--- config.mk ---
export PLATFORM = sky130hd
export DESIGN_NAME = jam_ctrl_unit_flat
export DESIGN_NICKNAME = d
export VERILOG_FILES = /design/src/rtl/jam_pkg.sv /design/src/rtl/jam_ctrl_unit_if.sv /design/src/rtl/jam_detect.sv /design/src/rtl/jam_ctrl_unit.sv /design/src/flat_wrapper.sv
export SDC_FILE = /design/constraint.sdc
export NUM_CORES = 1
export LEC_CHECK = 0
export CAP_MARGIN = 20
export CELL_PAD_IN_SITES_DETAIL_PLACEMENT = 1
export CELL_PAD_IN_SITES_GLOBAL_PLACEMENT = 2
export CORE_ASPECT_RATIO = 0.6
export CORE_MARGIN = 10
export CORE_UTILIZATION = 32
export DETAILED_ROUTE_END_ITERATION = 7
export PLACE_DENSITY_LB_ADDON = 0.1
export SYNTH_ARGS = -nofsm -noshare
export SYNTH_HDL_FRONTEND = slang
export SYNTH_HIERARCHICAL = 1
export SYNTH_SLANG_ARGS = --single-unit
--- constraint.sdc ---
create_clock -name clk -period 3.8 [get_ports clk]
set_input_delay 0.38 -clock clk [delete_from_list [all_inputs] [get_ports clk]]
set_output_delay 0.38 -clock clk [all_outputs]
set_load 0.01 [all_outputs]
--- src/rtl/jam_pkg.sv ---
`default_nettype none
// =====================================================================
// Package : jam_pkg
// Shared types and default thresholds for the jam controller and the
// jam-serving unit.
// Revision: 1.0 - initial release
// =====================================================================
package jam_pkg;

   localparam int NUM_LANES      = 4;
   localparam int LANE_W         = $clog2(NUM_LANES);

   localparam int JAM_CNT_W      = 8;
   localparam int JAM_ON_DEF     = 20;
   localparam int JAM_OFF_DEF    = 8;
   localparam int DEBOUNCE_DEF   = 4;
   localparam int GREEN_CYC_DEF  = 64;
   localparam int MIN_GREEN_DEF  = 16;
   localparam int HOLDOFF_DEF    = 8;

   typedef enum logic [2:0] {
      ST_IDLE   = 3'd0,
      ST_START  = 3'd1,
      ST_SERVE  = 3'd2,
      ST_ROTATE = 3'd3,
      ST_DRAIN  = 3'd4
   } jam_state_e;

   function automatic logic is_onehot(input logic [NUM_LANES-1:0] v);
      return (v != '0) && ((v & (v - NUM_LANES'(1))) == '0);
   endfunction

   // Index of the lowest set bit; only meaningful when v is one-hot.
   function automatic logic [LANE_W-1:0] onehot_idx(input logic [NUM_LANES-1:0] v);
      logic [LANE_W-1:0] idx;
      idx = '0;
      for (int i = NUM_LANES - 1; i >= 0; i--) begin
         if (v[i]) idx = LANE_W'(i);
      end
      return idx;
   endfunction

endpackage
`default_nettype wire

--- src/rtl/jam_ctrl_unit_if.sv ---
`default_nettype none
// =====================================================================
// Interface : jam_ctrl_unit_if
// Session control from the controller and grant feedback from the
// jam-serving unit.
// Revision: 1.0 - initial release
// =====================================================================
interface jam_ctrl_unit_if;

   logic jam_op_en;
   logic jam_start;
   logic jam_rotation;
   logic allow_0_jam;
   logic allow_1_jam;
   logic allow_2_jam;
   logic allow_3_jam;

   modport master (
      output jam_op_en, jam_start, jam_rotation,
      input  allow_0_jam, allow_1_jam, allow_2_jam, allow_3_jam
   );

   modport slave (
      input  jam_op_en, jam_start, jam_rotation,
      output allow_0_jam, allow_1_jam, allow_2_jam, allow_3_jam
   );

endinterface
`default_nettype wire

--- src/rtl/jam_detect.sv ---
`default_nettype none
// =====================================================================
// Module : jam_detect
// Per-lane jam flag: debounced set at JAM_ON, hysteretic clear at JAM_OFF.
// Revision: 1.0 - initial release
// =====================================================================
module jam_detect #(
   parameter int CNT_W    = 8,
   parameter int JAM_ON   = 20,
   parameter int JAM_OFF  = 8,
   parameter int DEBOUNCE = 4
) (
   input  wire logic             clk,
   input  wire logic             rst_n,
   input  wire logic [CNT_W-1:0] q_len,
   output logic                  traffic_jam
);

   localparam int              DEB_W   = $clog2(DEBOUNCE + 1);
   localparam logic [DEB_W-1:0] DEB_MAX = DEB_W'(DEBOUNCE);

   logic [DEB_W-1:0] deb_q, deb_d;
   logic             jam_q, jam_d;

   always_comb begin
      deb_d = '0;
      jam_d = jam_q;
      if (q_len >= CNT_W'(JAM_ON)) begin
         deb_d = (deb_q == DEB_MAX) ? deb_q : deb_q + DEB_W'(1);
      end
      // Between the thresholds the flag simply holds.
      if (deb_d == DEB_MAX) begin
         jam_d = 1'b1;
      end else if (q_len <= CNT_W'(JAM_OFF)) begin
         jam_d = 1'b0;
      end
   end

   always_ff @(posedge clk or negedge rst_n) begin
      if (!rst_n) begin
         deb_q <= '0;
         jam_q <= 1'b0;
      end else begin
         deb_q <= deb_d;
         jam_q <= jam_d;
      end
   end

   assign traffic_jam = jam_q;

endmodule
`default_nettype wire

--- src/rtl/jam_ctrl_unit.sv ---
`default_nettype none
// =====================================================================
// Module : jam_ctrl_unit
// Jam session sequencer: lane detection, green-window timing, holdoff
// and grant protocol checking toward the jam-serving unit.
// Revision: 1.0 - initial release
// =====================================================================
module jam_ctrl_unit
   import jam_pkg::*;
#(
   parameter int CNT_W     = JAM_CNT_W,
   parameter int JAM_ON    = JAM_ON_DEF,
   parameter int JAM_OFF   = JAM_OFF_DEF,
   parameter int DEBOUNCE  = DEBOUNCE_DEF,
   parameter int GREEN_CYC = GREEN_CYC_DEF,
   parameter int MIN_GREEN = MIN_GREEN_DEF,
   parameter int HOLDOFF   = HOLDOFF_DEF
) (
   input  wire logic              clk,
   input  wire logic              rst_n,
   input  wire logic              sys_jam_en,
   input  wire logic [CNT_W-1:0]  q_len_0,
   input  wire logic [CNT_W-1:0]  q_len_1,
   input  wire logic [CNT_W-1:0]  q_len_2,
   input  wire logic [CNT_W-1:0]  q_len_3,
   jam_ctrl_unit_if.master        jam_if,
   output logic                   traffic_jam_0,
   output logic                   traffic_jam_1,
   output logic                   traffic_jam_2,
   output logic                   traffic_jam_3,
   output logic                   grant_err
);

   localparam int TMR_W = $clog2(GREEN_CYC + 1);
   localparam int HLD_W = $clog2(HOLDOFF + 1);

   logic [CNT_W-1:0]     q_len_a [NUM_LANES];
   logic [NUM_LANES-1:0] tj;
   logic [NUM_LANES-1:0] allow;

   assign q_len_a[0] = q_len_0;
   assign q_len_a[1] = q_len_1;
   assign q_len_a[2] = q_len_2;
   assign q_len_a[3] = q_len_3;

   generate
      for (genvar i = 0; i < NUM_LANES; i++) begin : g_lane
         jam_detect #(
            .CNT_W    (CNT_W),
            .JAM_ON   (JAM_ON),
            .JAM_OFF  (JAM_OFF),
            .DEBOUNCE (DEBOUNCE)
         ) u_detect (
            .clk         (clk),
            .rst_n       (rst_n),
            .q_len       (q_len_a[i]),
            .traffic_jam (tj[i])
         );
      end
   endgenerate

   assign allow = {jam_if.allow_3_jam, jam_if.allow_2_jam,
                   jam_if.allow_1_jam, jam_if.allow_0_jam};

   jam_state_e       state_q, state_d;
   logic [TMR_W-1:0] timer_q, timer_d;
   logic [HLD_W-1:0] hold_q, hold_d;
   logic             grant_err_q, grant_err_d;

   logic             grant_valid;
   logic             any_jam;
   logic             jam_g;
   logic             others_jam;

   always_comb begin
      grant_valid = is_onehot(allow);
      any_jam     = |tj;
      jam_g       = tj[onehot_idx(allow)];
      // Without a valid grant every jammed lane counts as "another" lane.
      others_jam  = grant_valid ? |(tj & ~allow) : any_jam;
   end

   always_comb begin
      state_d     = state_q;
      timer_d     = timer_q;
      hold_d      = hold_q;
      grant_err_d = grant_err_q;

      case (state_q)
         ST_IDLE: begin
            if (sys_jam_en && any_jam) state_d = ST_START;
         end
         ST_START, ST_ROTATE: begin
            if (!sys_jam_en) begin
               state_d = ST_DRAIN;
               hold_d  = '0;
            end else begin
               state_d = ST_SERVE;
               timer_d = '0;
            end
         end
         ST_SERVE: begin
            if (!grant_valid) grant_err_d = 1'b1;
            if (!sys_jam_en || !any_jam) begin
               state_d = ST_DRAIN;
               hold_d  = '0;
            end else if (grant_valid && (timer_q >= TMR_W'(MIN_GREEN - 1)) && !jam_g) begin
               state_d = ST_ROTATE;
            end else if (timer_q == TMR_W'(GREEN_CYC - 1)) begin
               // A lone jammed lane keeps its green; the window just restarts.
               if (others_jam) state_d = ST_ROTATE;
               else            timer_d = '0;
            end else begin
               timer_d = timer_q + TMR_W'(1);
            end
         end
         ST_DRAIN: begin
            if (hold_q == HLD_W'(HOLDOFF - 1)) begin
               state_d = ST_IDLE;
               hold_d  = '0;
            end else begin
               hold_d  = hold_q + HLD_W'(1);
            end
         end
         default: begin
            state_d = ST_IDLE;
         end
      endcase
   end

   always_ff @(posedge clk or negedge rst_n) begin
      if (!rst_n) begin
         state_q     <= ST_IDLE;
         timer_q     <= '0;
         hold_q      <= '0;
         grant_err_q <= 1'b0;
      end else begin
         state_q     <= state_d;
         timer_q     <= timer_d;
         hold_q      <= hold_d;
         grant_err_q <= grant_err_d;
      end
   end

   assign jam_if.jam_start    = (state_q == ST_START);
   assign jam_if.jam_rotation = (state_q == ST_ROTATE);
   assign jam_if.jam_op_en    = (state_q == ST_START) || (state_q == ST_SERVE) ||
                                (state_q == ST_ROTATE);

   assign grant_err     = grant_err_q;
   assign traffic_jam_0 = tj[0];
   assign traffic_jam_1 = tj[1];
   assign traffic_jam_2 = tj[2];
   assign traffic_jam_3 = tj[3];

endmodule
`default_nettype wire

--- src/flat_wrapper.sv ---
// flat-port wrapper written by rule: the top's interface ports become plain ports
module jam_ctrl_unit_flat import jam_pkg::*;
#(
   parameter int CNT_W     = JAM_CNT_W,
   parameter int JAM_ON    = JAM_ON_DEF,
   parameter int JAM_OFF   = JAM_OFF_DEF,
   parameter int DEBOUNCE  = DEBOUNCE_DEF,
   parameter int GREEN_CYC = GREEN_CYC_DEF,
   parameter int MIN_GREEN = MIN_GREEN_DEF,
   parameter int HOLDOFF   = HOLDOFF_DEF
)
  (clk, rst_n, sys_jam_en, q_len_0, q_len_1, q_len_2, q_len_3, traffic_jam_0, traffic_jam_1, traffic_jam_2, traffic_jam_3, grant_err, jam_if_jam_op_en, jam_if_jam_start, jam_if_jam_rotation, jam_if_allow_0_jam, jam_if_allow_1_jam, jam_if_allow_2_jam, jam_if_allow_3_jam);
  jam_ctrl_unit_if jam_if_i ();
  input  wire logic clk;
  input  wire logic rst_n;
  input  wire logic sys_jam_en;
  input  wire logic [CNT_W-1:0] q_len_0;
  input  wire logic [CNT_W-1:0] q_len_1;
  input  wire logic [CNT_W-1:0] q_len_2;
  input  wire logic [CNT_W-1:0] q_len_3;
  output logic traffic_jam_0;
  output logic traffic_jam_1;
  output logic traffic_jam_2;
  output logic traffic_jam_3;
  output logic grant_err;
  output wire logic [$bits(jam_if_i.jam_op_en)-1:0] jam_if_jam_op_en;
  output wire logic [$bits(jam_if_i.jam_start)-1:0] jam_if_jam_start;
  output wire logic [$bits(jam_if_i.jam_rotation)-1:0] jam_if_jam_rotation;
  input wire logic [$bits(jam_if_i.allow_0_jam)-1:0] jam_if_allow_0_jam;
  input wire logic [$bits(jam_if_i.allow_1_jam)-1:0] jam_if_allow_1_jam;
  input wire logic [$bits(jam_if_i.allow_2_jam)-1:0] jam_if_allow_2_jam;
  input wire logic [$bits(jam_if_i.allow_3_jam)-1:0] jam_if_allow_3_jam;
  assign jam_if_jam_op_en = jam_if_i.jam_op_en;
  assign jam_if_jam_start = jam_if_i.jam_start;
  assign jam_if_jam_rotation = jam_if_i.jam_rotation;
  assign jam_if_i.allow_0_jam = jam_if_allow_0_jam;
  assign jam_if_i.allow_1_jam = jam_if_allow_1_jam;
  assign jam_if_i.allow_2_jam = jam_if_allow_2_jam;
  assign jam_if_i.allow_3_jam = jam_if_allow_3_jam;
  jam_ctrl_unit #(.CNT_W(CNT_W), .JAM_ON(JAM_ON), .JAM_OFF(JAM_OFF), .DEBOUNCE(DEBOUNCE), .GREEN_CYC(GREEN_CYC), .MIN_GREEN(MIN_GREEN), .HOLDOFF(HOLDOFF)) u_core (.clk(clk), .rst_n(rst_n), .sys_jam_en(sys_jam_en), .q_len_0(q_len_0), .q_len_1(q_len_1), .q_len_2(q_len_2), .q_len_3(q_len_3), .jam_if(jam_if_i), .traffic_jam_0(traffic_jam_0), .traffic_jam_1(traffic_jam_1), .traffic_jam_2(traffic_jam_2), .traffic_jam_3(traffic_jam_3), .grant_err(grant_err));
endmodule
==> out/summary.txt <==
Clock transition at path regs - 0.06 ns
pre-CTS WS - 1.30 ns
port bufs - 46
Via density - 4.85
# fillers - 669
ant diodes - 0
clock insertion delay at the later pin of the skew report - 0.27 ns
Routed Antenna Nets - 0
WP buf/inv - 1
CTS resizes - 0
total grt overflow - 0
placeable core area - 5620 um^2
number of enable flip-flop cells after synthesis - 0
slowest CP cell - clkdlybuf4s50_1
FF-to-FF End - u_core/timer_q[1]
quantity of hold-fixing buffers added after cts - 0
CP startpoint kind - primary input
Post-route DRC - 0
H-tree depth - 2
die area - 9440 um^2
PnR worst setup slack - 1.61 ns
first-pass GRT wire length - 8450 um
chip height - 79.4 um
initial antenna violation count - 0
CTS root buf - clkbuf_8
max incr delay on CP - 0.51 ns
Setup crit start - jam_if_allow_3_jam
flop-to-flop setup slack - 1.67 ns
simple-gate share of the synthesized area - 0.233
DR vias - 1,587
share of flip-flops with an asynchronous set or reset - 1.00
Post-synth top cells - dfrtp_1, inv_1, o21ai_0
Compound-Gate Fraction of Synth Area - 0.207
cell family with most CP delay - compound AO/OA/AOI/OAI gates
Top Ports - 47
post-synthesis xor/xnor area fraction - 0.0279
Reg area - 776 um^2
main combinational cell family by area after synthesis - simple AND/OR/NAND/NOR gates
First-pass DRT Iterations - 4
most frequent cell after synthesis - dfrtp_1
f_max - 458 MHz
GRT Util Overall - 0.108
Final Wtd Congestion - 0.768
Yosys top cell area share - 0.413
worst vdd ir - 0.182 mV
setup violators final - 0
Critical Path Stages - 7
Top FF cell, synth - dfrtp_1
status - completed
footprint of the multi-input gates - 1030 um^2
Crit Path Max Fanout - 6
Setup crit end - u_core/timer_q[1]
DRT iter0 DRCs - 33
static leakage - 1.04 nW
CTS tree - yes
Clock Skew - 0.00539 ns
post-synthesis cell type count - 47
total CTS buffers - 5
relative slew slack - 0.682
largest net degree at the start of global routing - 32
area leader, netlist - dfrtp_1
fin nets - 297
Pins Over Slew Limit - 0
CP endpoint kind - flop
Post-Syn Nets - 245
share of layout cells above drive strength 1 - 0.0648
critical path, cell by cell - clkdlybuf4s50_1 > nor4b_1 > a211o_1 > a211oi_1 > a21o_2 > a21oi_4 > o21ai_0
mux cell area share after synthesis - 0.0113
Power Density - 583 nW/um^2
YS warnings - 6
Worst R2R Path Depth - 6
top cells by area, synth - dfrtp_1, ha_1, inv_1
Die Width - 119 um
Crit Path Category - in2reg
FF-to-FF Start - u_core/g_lane[0].u_detect/traffic_jam
WL per Instance - 15.2 um
setup TNS - 0 ns
Post-Synthesis Cells - 196
clock sinks - 31
initial core utilization - 0.334
Hold Path Class - reg2reg
Post-CTS Setup Inserts - 0
Yosys reg bits - 31
slew of the pin with the lowest slew margin - 0.464 ns
minimum clock period - 2.19 ns
syn avg cell area - 9.59 um^2
vias in the first global route - 1,715
crit path DAT - 2.33 ns
Tcrit/Tclk final - 0.575
Synth Area in Adders - 0.0665
RSZ-0062 raised after global routing - no
WL final - 4960 um
Worst EP required - 3.95 ns
final hold vios - 0
Final HPWL DP - 4050 um
MaxCap Viol Count - 0
Post-Syn Area - 1880 um^2
CTS max path bufs - 2
sequential area share after synthesis - 0.413
site row count - 21
Design Area, Final - 2510 um^2
hold slack - 0.472 ns
DP Area - 2440 um^2
Tot Pwr - 1.47 mW
Area growth syn-to-layout - 33.7%
## per-stage QoR
step,utilization,cells
2_1_floorplan,-,196
3_3_place_gp,0.434,321
3_5_place_dp,0.434,321
4_1_cts,0.447,327
5_1_grt,0.447,327
6_report,0.447,327
## cells in the final DEF (no fill, tap or decap), types with 2 or more instances in the layout
| master | netlist | routed |
|---|---|---|
| clkdlybuf4s50_1 | 0 | 46 |
| dfrtp_1 | 31 | 31 |
| inv_1 | 19 | 19 |
| o21ai_0 | 14 | 14 |
| nand2_1 | 13 | 13 |
| and2_1 | 11 | 11 |
| nor2_1 | 10 | 10 |
| ha_1 | 10 | 10 |
| o31ai_1 | 9 | 9 |
| nand3b_1 | 6 | 6 |
| clkbuf_8 | 0 | 5 |
| nand3_1 | 4 | 4 |
| nor2b_1 | 4 | 4 |
| a21oi_1 | 4 | 4 |
| or3_4 | 4 | 4 |
| o21a_1 | 4 | 4 |
| o221ai_1 | 4 | 4 |
| or2_1 | 4 | 4 |
| xnor2_1 | 4 | 4 |
| o31a_1 | 4 | 4 |
| and3b_1 | 2 | 2 |
| nor4_1 | 2 | 2 |
| a22o_1 | 2 | 2 |
| xor2_1 | 2 | 2 |
| nor4b_1 | 2 | 2 |
| nor3_1 | 2 | 2 |
| and3_1 | 2 | 2 |
## layout make-up
cell class,count,area share
multi-input combinational,144,0.408
tap,80,0.0398
sequential,31,0.309
timing repair buffer,47,0.186
clock buffer,6,0.0289
inverter,19,0.0284
## worst min-delay path by stage
stage,from,endpoint,cells past startpoint
floorplan,rst_n,u_core/g_lane[0].u_detect/deb_q[0],0
global placement,u_core/hold_q[3],u_core/hold_q[3],1
global route,u_core/hold_q[3],u_core/hold_q[3],1
finish,u_core/hold_q[3],u_core/hold_q[3],1
detailed placement,u_core/hold_q[3],u_core/hold_q[3],1
CTS,u_core/hold_q[3],u_core/hold_q[3],1
## where the power goes
group / switching, mW / leakage (nW) / total (mW) / internal, mW
combinational: 0.300 / 0.624 / 0.627 / 0.327
sequential: 0.140 / 0.377 / 0.606 / 0.466
clock: 0.111 / 0.0371 / 0.233 / 0.122
total: 0.551 / 1.04 / 1.47 / 0.915
## flip-flops by register name, summed over array words and instances, names as in the netlist
register / cells
u_core/g_lane.u_detect/deb_q: 12
u_core/g_lane.u_detect/traffic_jam: 4
u_core/grant_err: 1
u_core/hold_q: 4
u_core/state_q: 3
u_core/timer_q: 7
## per-layer routing
| metal | wire length, um | track usage | vias to the layer above |
|---|---|---|---|
| met3 | 331 | 0.0452 | 2 |
| met4 | 13 | 0.0182 | 0 |
| met5 | 0 | 0 | - |
| met1 | 2500 | 0.140 | 739 |
| met2 | 2110 | 0.166 | 34 |
| li1 | - | - | 812 |
## cell families after synthesis
| logic type | count (synthesis) |
|---|---|
| muxes | 2 |
| DFF | 31 |
| and+or+nand+nor | 73 |
| adders and majority gates | 10 |
| xor gates and xnor gates | 6 |
| AOI/OAI and AO/OA | 53 |
| buffers and inverters | 21 |
Note: power is estimated with default switching activity, not from simulation.
==> edit 1, RTL diff (same settings) <==
`hold_q` no longer has a reset.
--- a/src/rtl/jam_ctrl_unit.sv
+++ b/src/rtl/jam_ctrl_unit.sv
@@ -132,14 +132,16 @@
       if (!rst_n) begin
          state_q     <= ST_IDLE;
          timer_q     <= '0;
-         hold_q      <= '0;
          grant_err_q <= 1'b0;
       end else begin
          state_q     <= state_d;
          timer_q     <= timer_d;
-         hold_q      <= hold_d;
          grant_err_q <= grant_err_d;
       end
+   end
+
+   always_ff @(posedge clk) begin
+      hold_q <= hold_d;
    end
 
    assign jam_if.jam_start    = (state_q == ST_START);
Function: same outputs for any inputs over 10 cycles, from zero or initial values and one cycle with rst_n low; that may be too few to reach the edited logic, so the function may still have changed.
==> edit 1 against the original RTL <==
  * Cell area increased by 1.5%
  * Via count increased by 3.4%
  * Hold slack improved by 0.016 ns
  * Maximum frequency decreased by 4.9%
  * Count of clock-buffer cells in the layout increased by 1
  * Worst setup slack got worse by 0.11 ns
  * Synthesized area increased by 1.5%
  * Synthesized cell count decreased by 1.5%
  * Wire length increased by 9.1%
  * Die area increased by 1.2%
  * Highest routed layer unchanged
  * Total power increased by 4.1%
  * Sequential cell count unchanged
  * Largest cell class unchanged
==> edit 1: results (changes against the original RTL) <==
Min Tclk post-route: 2.30 ns (+0.111 ns)
Register area share after synthesis: 41.7% (+0.45 points)
Vias in the first global route: 1827 (+6.5%)
Outcome: complete, no violations
Global-route wire length before repair: 9.07 mm (+7.4%)
Commonest cells post-synth: dfrtp_1 (27), inv_1 (19), nand2_1 (15)
Ranking of synthesized cells by area: dfrtp_1 (35%), ha_1 (6.6%), edfxtp_1 (6.3%)
DR WL met3: 201 microns (-39%)
CP Max Fanout: 10 (+4)
Hold Path Class: primary input to async pin
Dominant synthesized flop cell: dfrtp_1
Post-cts sizing count: 0 (unchanged)
GP Congestion: 0.839 (+9.3%)
Yosys cell types: 50 (+6.4%)
Synth Warn #: 6 (unchanged)
H-tree depth: 2 (unchanged)
Met2 WL: 2.58 mm (+22%)
Biggest regs: u_core/g_lane.u_detect/deb_q (12), u_core/timer_q (7)
First drt pass iteration count: 4 (unchanged)
Diode count: 0 (unchanged)
Number of fill cells in the layout: 668 (-0.15%)
Initial DRC count: 98 (+200%)
DP HPWL: 4.38 mm (+8.1%)
Syn_nets: 242 (-1.2%)
Placement Setup Slack: 1.39 ns (+0.0878 ns)
Clock transition at path regs: 0.07 ns
Top sig layer: met4
Worst VDD drop: 0.000224 V (+23%)
Clk buf depth: 2 (unchanged)
Root buf cell: clkbuf_8
Initial antenna violation count: 0 (unchanged)
Num CTS Buffers: 5 (unchanged)
Final WL: 5.40 mm (+9.1%)
Port bufs: 46 (unchanged)
Post-synth ARST share: 87.1% (-13 points)
Metal-1 WL: 2.58 mm (+3.2%)
Vias/cell: 5.03 (+3.7%)
Final Net Count: 294 (-1.0%)
Hold Worst Slack: 0.488 ns (+0.0161 ns)
Reg2reg setup slack: 1.50 ns (-0.17 ns)
Post-synth EDFFs: 4 (+4)
Clk_lat worst skew: 0.28 ns
Layout cells sized above 1: 8.94% (+2.5 points)
Clock skew: 0.00952 ns (+0.00413 ns)
Postcts setup bufs: 0 (unchanged)
Pleak: 1.03 nW (-1.2%)
WP data arrival: 2.24 ns (-0.09 ns)
Worst-Margin Slew: 0.429 ns (-0.0352 ns)
GRT Util Overall: 11.5% (+0.67 points)
Maximum number of pins on one net before global-route repair: 28 (-13%)
-- edit 1: cell types whose count changed in the layout (fill, tap and decap cells not counted), moves of 3 or more --
cell      before  now
edfxtp_1       0    4
dfrtp_1       31   27
o21ai_0       14    3
nor2b_1        4    1
o211ai_1       1    5
-- edit 1: worst max-delay path, cell delays in order (launching register included) --
cell and delay (ns):
dfrtp_1 0.46, or4_4 0.59, a21oi_2 0.14, or2_2 0.24
inv_1 0.15, a21oi_1 0.38
-- edit 1: metrics by stage --
step | instance area (sq um) | cells
floorplan | 1910 | 193
global placement | 2460 | 318
detailed placement | 2460 | 318
CTS | 2550 | 326
global route | 2550 | 326
finish | 2550 | 326
-- edit 1: routing by layer --
metal	GRT usage (%)	vias up
li1	-	794
met1	14.8	813
met2	18.4	29
met3	3.25	5
met4	2.88	0
met5	0	-
-- edit 1: final cells by class --
type	count	area, sq um	share of cell area [%]
Timing Repair Buffer	47	468	18.3
Inverter	19	71.3	2.80
Clock inverter	1	5.00	0.196
Multi-Input combinational cell	141	1020	40.2
Sequential cell	31	796	31.2
Clock buffer	7	86.3	3.38
Tap cell	80	100	3.92
-- edit 1: power breakdown --
| part | switching (W) | internal (W) |
|---|---|---|
| clock | 0.000123 | 0.000146 |
| sequential | 0.000122 | 0.000487 |
| combinational | 0.000327 | 0.000322 |
-- edit 1: path summary, 6_finish.rpt --
kind | from | end | cells past startpoint
worst max-delay path | u_core/g_lane[1].u_detect/traffic_jam$_DFFE_PN0P_ | u_core/hold_q[0]$_SDFFCE_PP0P_ | 5
worst min-delay path | rst_n | u_core/timer_q[5]$_DFFE_PN0P_ | 2
worst max register to register | u_core/g_lane[1].u_detect/traffic_jam$_DFFE_PN0P_ | u_core/hold_q[0]$_SDFFCE_PP0P_ | 5
min in group clk | u_core/grant_err$_DFFE_PN0P_ | u_core/grant_err$_DFFE_PN0P_ | 1
worst min register to register | u_core/grant_err$_DFFE_PN0P_ | u_core/grant_err$_DFFE_PN0P_ | 1
max in group asynchronous | rst_n | u_core/g_lane[0].u_detect/deb_q[0]$_DFF_PN0_ | 2
-- edit 1: cells by family after synthesis --
logic type	count (synthesis)	share of synthesized area, %
flops	31	41.7
xor+xnor	7	3.21
buf+inv	21	4.59
compound gates	44	18.2
fa+ha+maj	10	6.56
simple gates	80	25.7
==> edit 2, RTL diff (same settings) <==
Without the edit above. `GREEN_CYC_DEF`: 64 -> 128.
--- a/src/rtl/jam_pkg.sv
+++ b/src/rtl/jam_pkg.sv
@@ -14,7 +14,7 @@
    localparam int JAM_ON_DEF     = 20;
    localparam int JAM_OFF_DEF    = 8;
    localparam int DEBOUNCE_DEF   = 4;
-   localparam int GREEN_CYC_DEF  = 64;
+   localparam int GREEN_CYC_DEF  = 128;
    localparam int MIN_GREEN_DEF  = 16;
    localparam int HOLDOFF_DEF    = 8;
 
Function: no difference found for any inputs over 10 cycles, from zero or initial values and one cycle with rst_n low; that may be too few to reach the edited logic, so the function may still have changed.
==> edit 2 against the original RTL <==
  * Worst setup slack lost 0.24 ns
  * Via count rose by 2.6%
  * Wire length unchanged
  * Synthesized area rose by 2.5%
  * Cell area up 2.5%
  * Clock power is 20% higher
  * Non-clock buffer count unchanged
  * Sequential cell count grew 1
  * Total power is 3.6% lower
  * Critical path type unchanged
  * Largest cell class unchanged
  * Highest routed layer unchanged
==> edit 2: results (changes against the original RTL) <==
Outcome: complete, no violations
Worst VDD drop: 0.000244 V (+33%)
Initial antenna violation count: 0 (unchanged)
Switch share: 35.3% (-2.3 points)
WP data arrival: 2.58 ns (+0.25 ns)
Placement Setup Slack: 1.09 ns (-0.204 ns)
Post-synth ARST share: 100% (unchanged)
Post-cts sizing count: 0 (unchanged)
H-tree depth: 2 (unchanged)
Syn_nets: 249 (+1.6%)
Final WL: 4.96 mm (unchanged)
GRT Util Overall: 10.8% (+0.056 points)
Biggest regs: u_core/g_lane.u_detect/deb_q (12), u_core/timer_q (8)
Met1 global-route usage: 14.5% (+0.46 points)
Total number of vias: 1628 (+2.6%)
First drt pass iteration count: 5 (+1)
CP Max Fanout: 7 (+1)
Port bufs: 46 (unchanged)
Hold Path Class: primary input to async pin
Synth Warn #: 6 (unchanged)
Clock transition at path regs: 0.06 ns (about the same)
Vias in the first global route: 1700 (-0.87%)
Diode count: 0 (unchanged)
Root buf cell: clkbuf_8
Clk_lat worst skew: 0.28 ns
DP HPWL: 4.03 mm (-0.64%)
Initial DRC count: 60 (+82%)
Commonest cells post-synth: dfrtp_1 (32), nand2_1 (21), inv_1 (14)
Layout cells sized above 1: 8.37% (+1.9 points)
Max_slew headroom: 71.0% (+2.7 points)
Final Net Count: 300 (+1.0%)
Clk buf depth: 2 (unchanged)
Global-route wire length before repair: 8.43 mm (-0.17%)
Yosys cell types: 47 (unchanged)
GR Util met3: 4.82% (+0.30 points)
Num CTS Buffers: 5 (unchanged)
FF-to-FF path depth: 7 (+1)
Maximum number of pins on one net before global-route repair: 33 (+3.1%)
Postcts setup bufs: 0 (unchanged)
Pleak: 1.09 nW (+5.2%)
Ranking of synthesized cells by area: dfrtp_1 (42%), ha_1 (6.5%), nand2_1 (4.1%)
Dominant synthesized flop cell: dfrtp_1
Register area share after synthesis: 41.6% (+0.31 points)
GP Congestion: 0.744 (-3.1%)
GR met2 Demand/Resource: 15.5% (-1.1 points)
Clock skew: 0.00378 ns (-0.00161 ns)
edit 2: per-stage QoR:
step / cells / utilization, % / hold WS (ns) / power, W / instance area (sq um)
final: 331 / 45.2 / 0.494 / 0.00141 / 2580
after global routing: 331 / 45.2 / 0.540 / 0.00156 / 2580
after CTS: 331 / 45.2 / 0.515 / 0.00144 / 2580
after detailed placement: 324 / 43.5 / 0.506 / 0.00115 / 2480
after global placement: 324 / 43.5 / 0.504 / 0.00115 / 2480
after floorplan: 200 / - / 0.0844 / 0.000930 / 1930
edit 2: final timing paths:
kind	from	to	slack (ns)
max in group asynchronous	rst_n	u_core/g_lane[1].u_detect/traffic_jam$_DFFE_PN0P_	3.01
min in group clk	u_core/grant_err$_DFFE_PN0P_	u_core/grant_err$_DFFE_PN0P_	0.51
worst min-delay path	rst_n	u_core/g_lane[3].u_detect/deb_q[0]$_DFF_PN0_	0.49
worst max-delay path	jam_if_allow_1_jam	u_core/timer_q[0]$_DFFE_PN0P_	1.38
worst min register to register	u_core/grant_err$_DFFE_PN0P_	u_core/grant_err$_DFFE_PN0P_	0.51
worst max register to register	u_core/g_lane[0].u_detect/traffic_jam$_DFFE_PN0P_	u_core/timer_q[3]$_DFFE_PN0P_	1.55
edit 2: logic make-up (layout without fill, tap and decap cells):
family / count (synthesis) / count (layout) / share of synthesized area (%)
buffers and inverters: 18 / 69 / 3.64
XOR/XNOR: 6 / 6 / 2.73
adder cells (fa/ha/maj): 10 / 10 / 6.49
flip-flops: 32 / 32 / 41.6
AO/OA/AOI/OAI: 45 / 45 / 18.3
multiplexers: 1 / 1 / 0.584
AND/OR/NAND/NOR: 88 / 88 / 26.7
edit 2: routing by layer:
| layer | wire (microns) | part of all wire [%] |
|---|---|---|
| met1 | 2610 | 53 |
| met2 | 2050 | 41 |
| met3 | 263 | 5.3 |
| met4 | 23 | 0.46 |
| met5 | 0 | 0 |
edit 2: layout make-up:
cell class | count | area (sq um)
Sequential cell | 32 | 801
Timing Repair Buffer | 47 | 468
Tap cell | 80 | 100
Multi-Input combinational cell | 150 | 1060
Inverter | 15 | 56.3
Fill cell | 675 | 3120
Clock buffer | 7 | 96.3
edit 2: power by group through the flow:
stage | logic [W] | clock network [W] | registers [W]
after global routing | 0.000665 | 0.000314 | 0.000583
after global placement | 0.000582 | 0 | 0.000570
after floorplan | 0.000381 | 0 | 0.000549
after detailed placement | 0.000576 | 0 | 0.000571
after CTS | 0.000583 | 0.000296 | 0.000566
final | 0.000570 | 0.000280 | 0.000564
edit 2: critical path, stage by stage:
cell and delay [ns]:
clkdlybuf4s50_1 0.50, nor4b_1 0.41, a211oi_2 0.12, o21bai_1 0.17, a311o_2 0.39, nand2_4 0.13
a21o_4 0.16, mux2_1 0.32
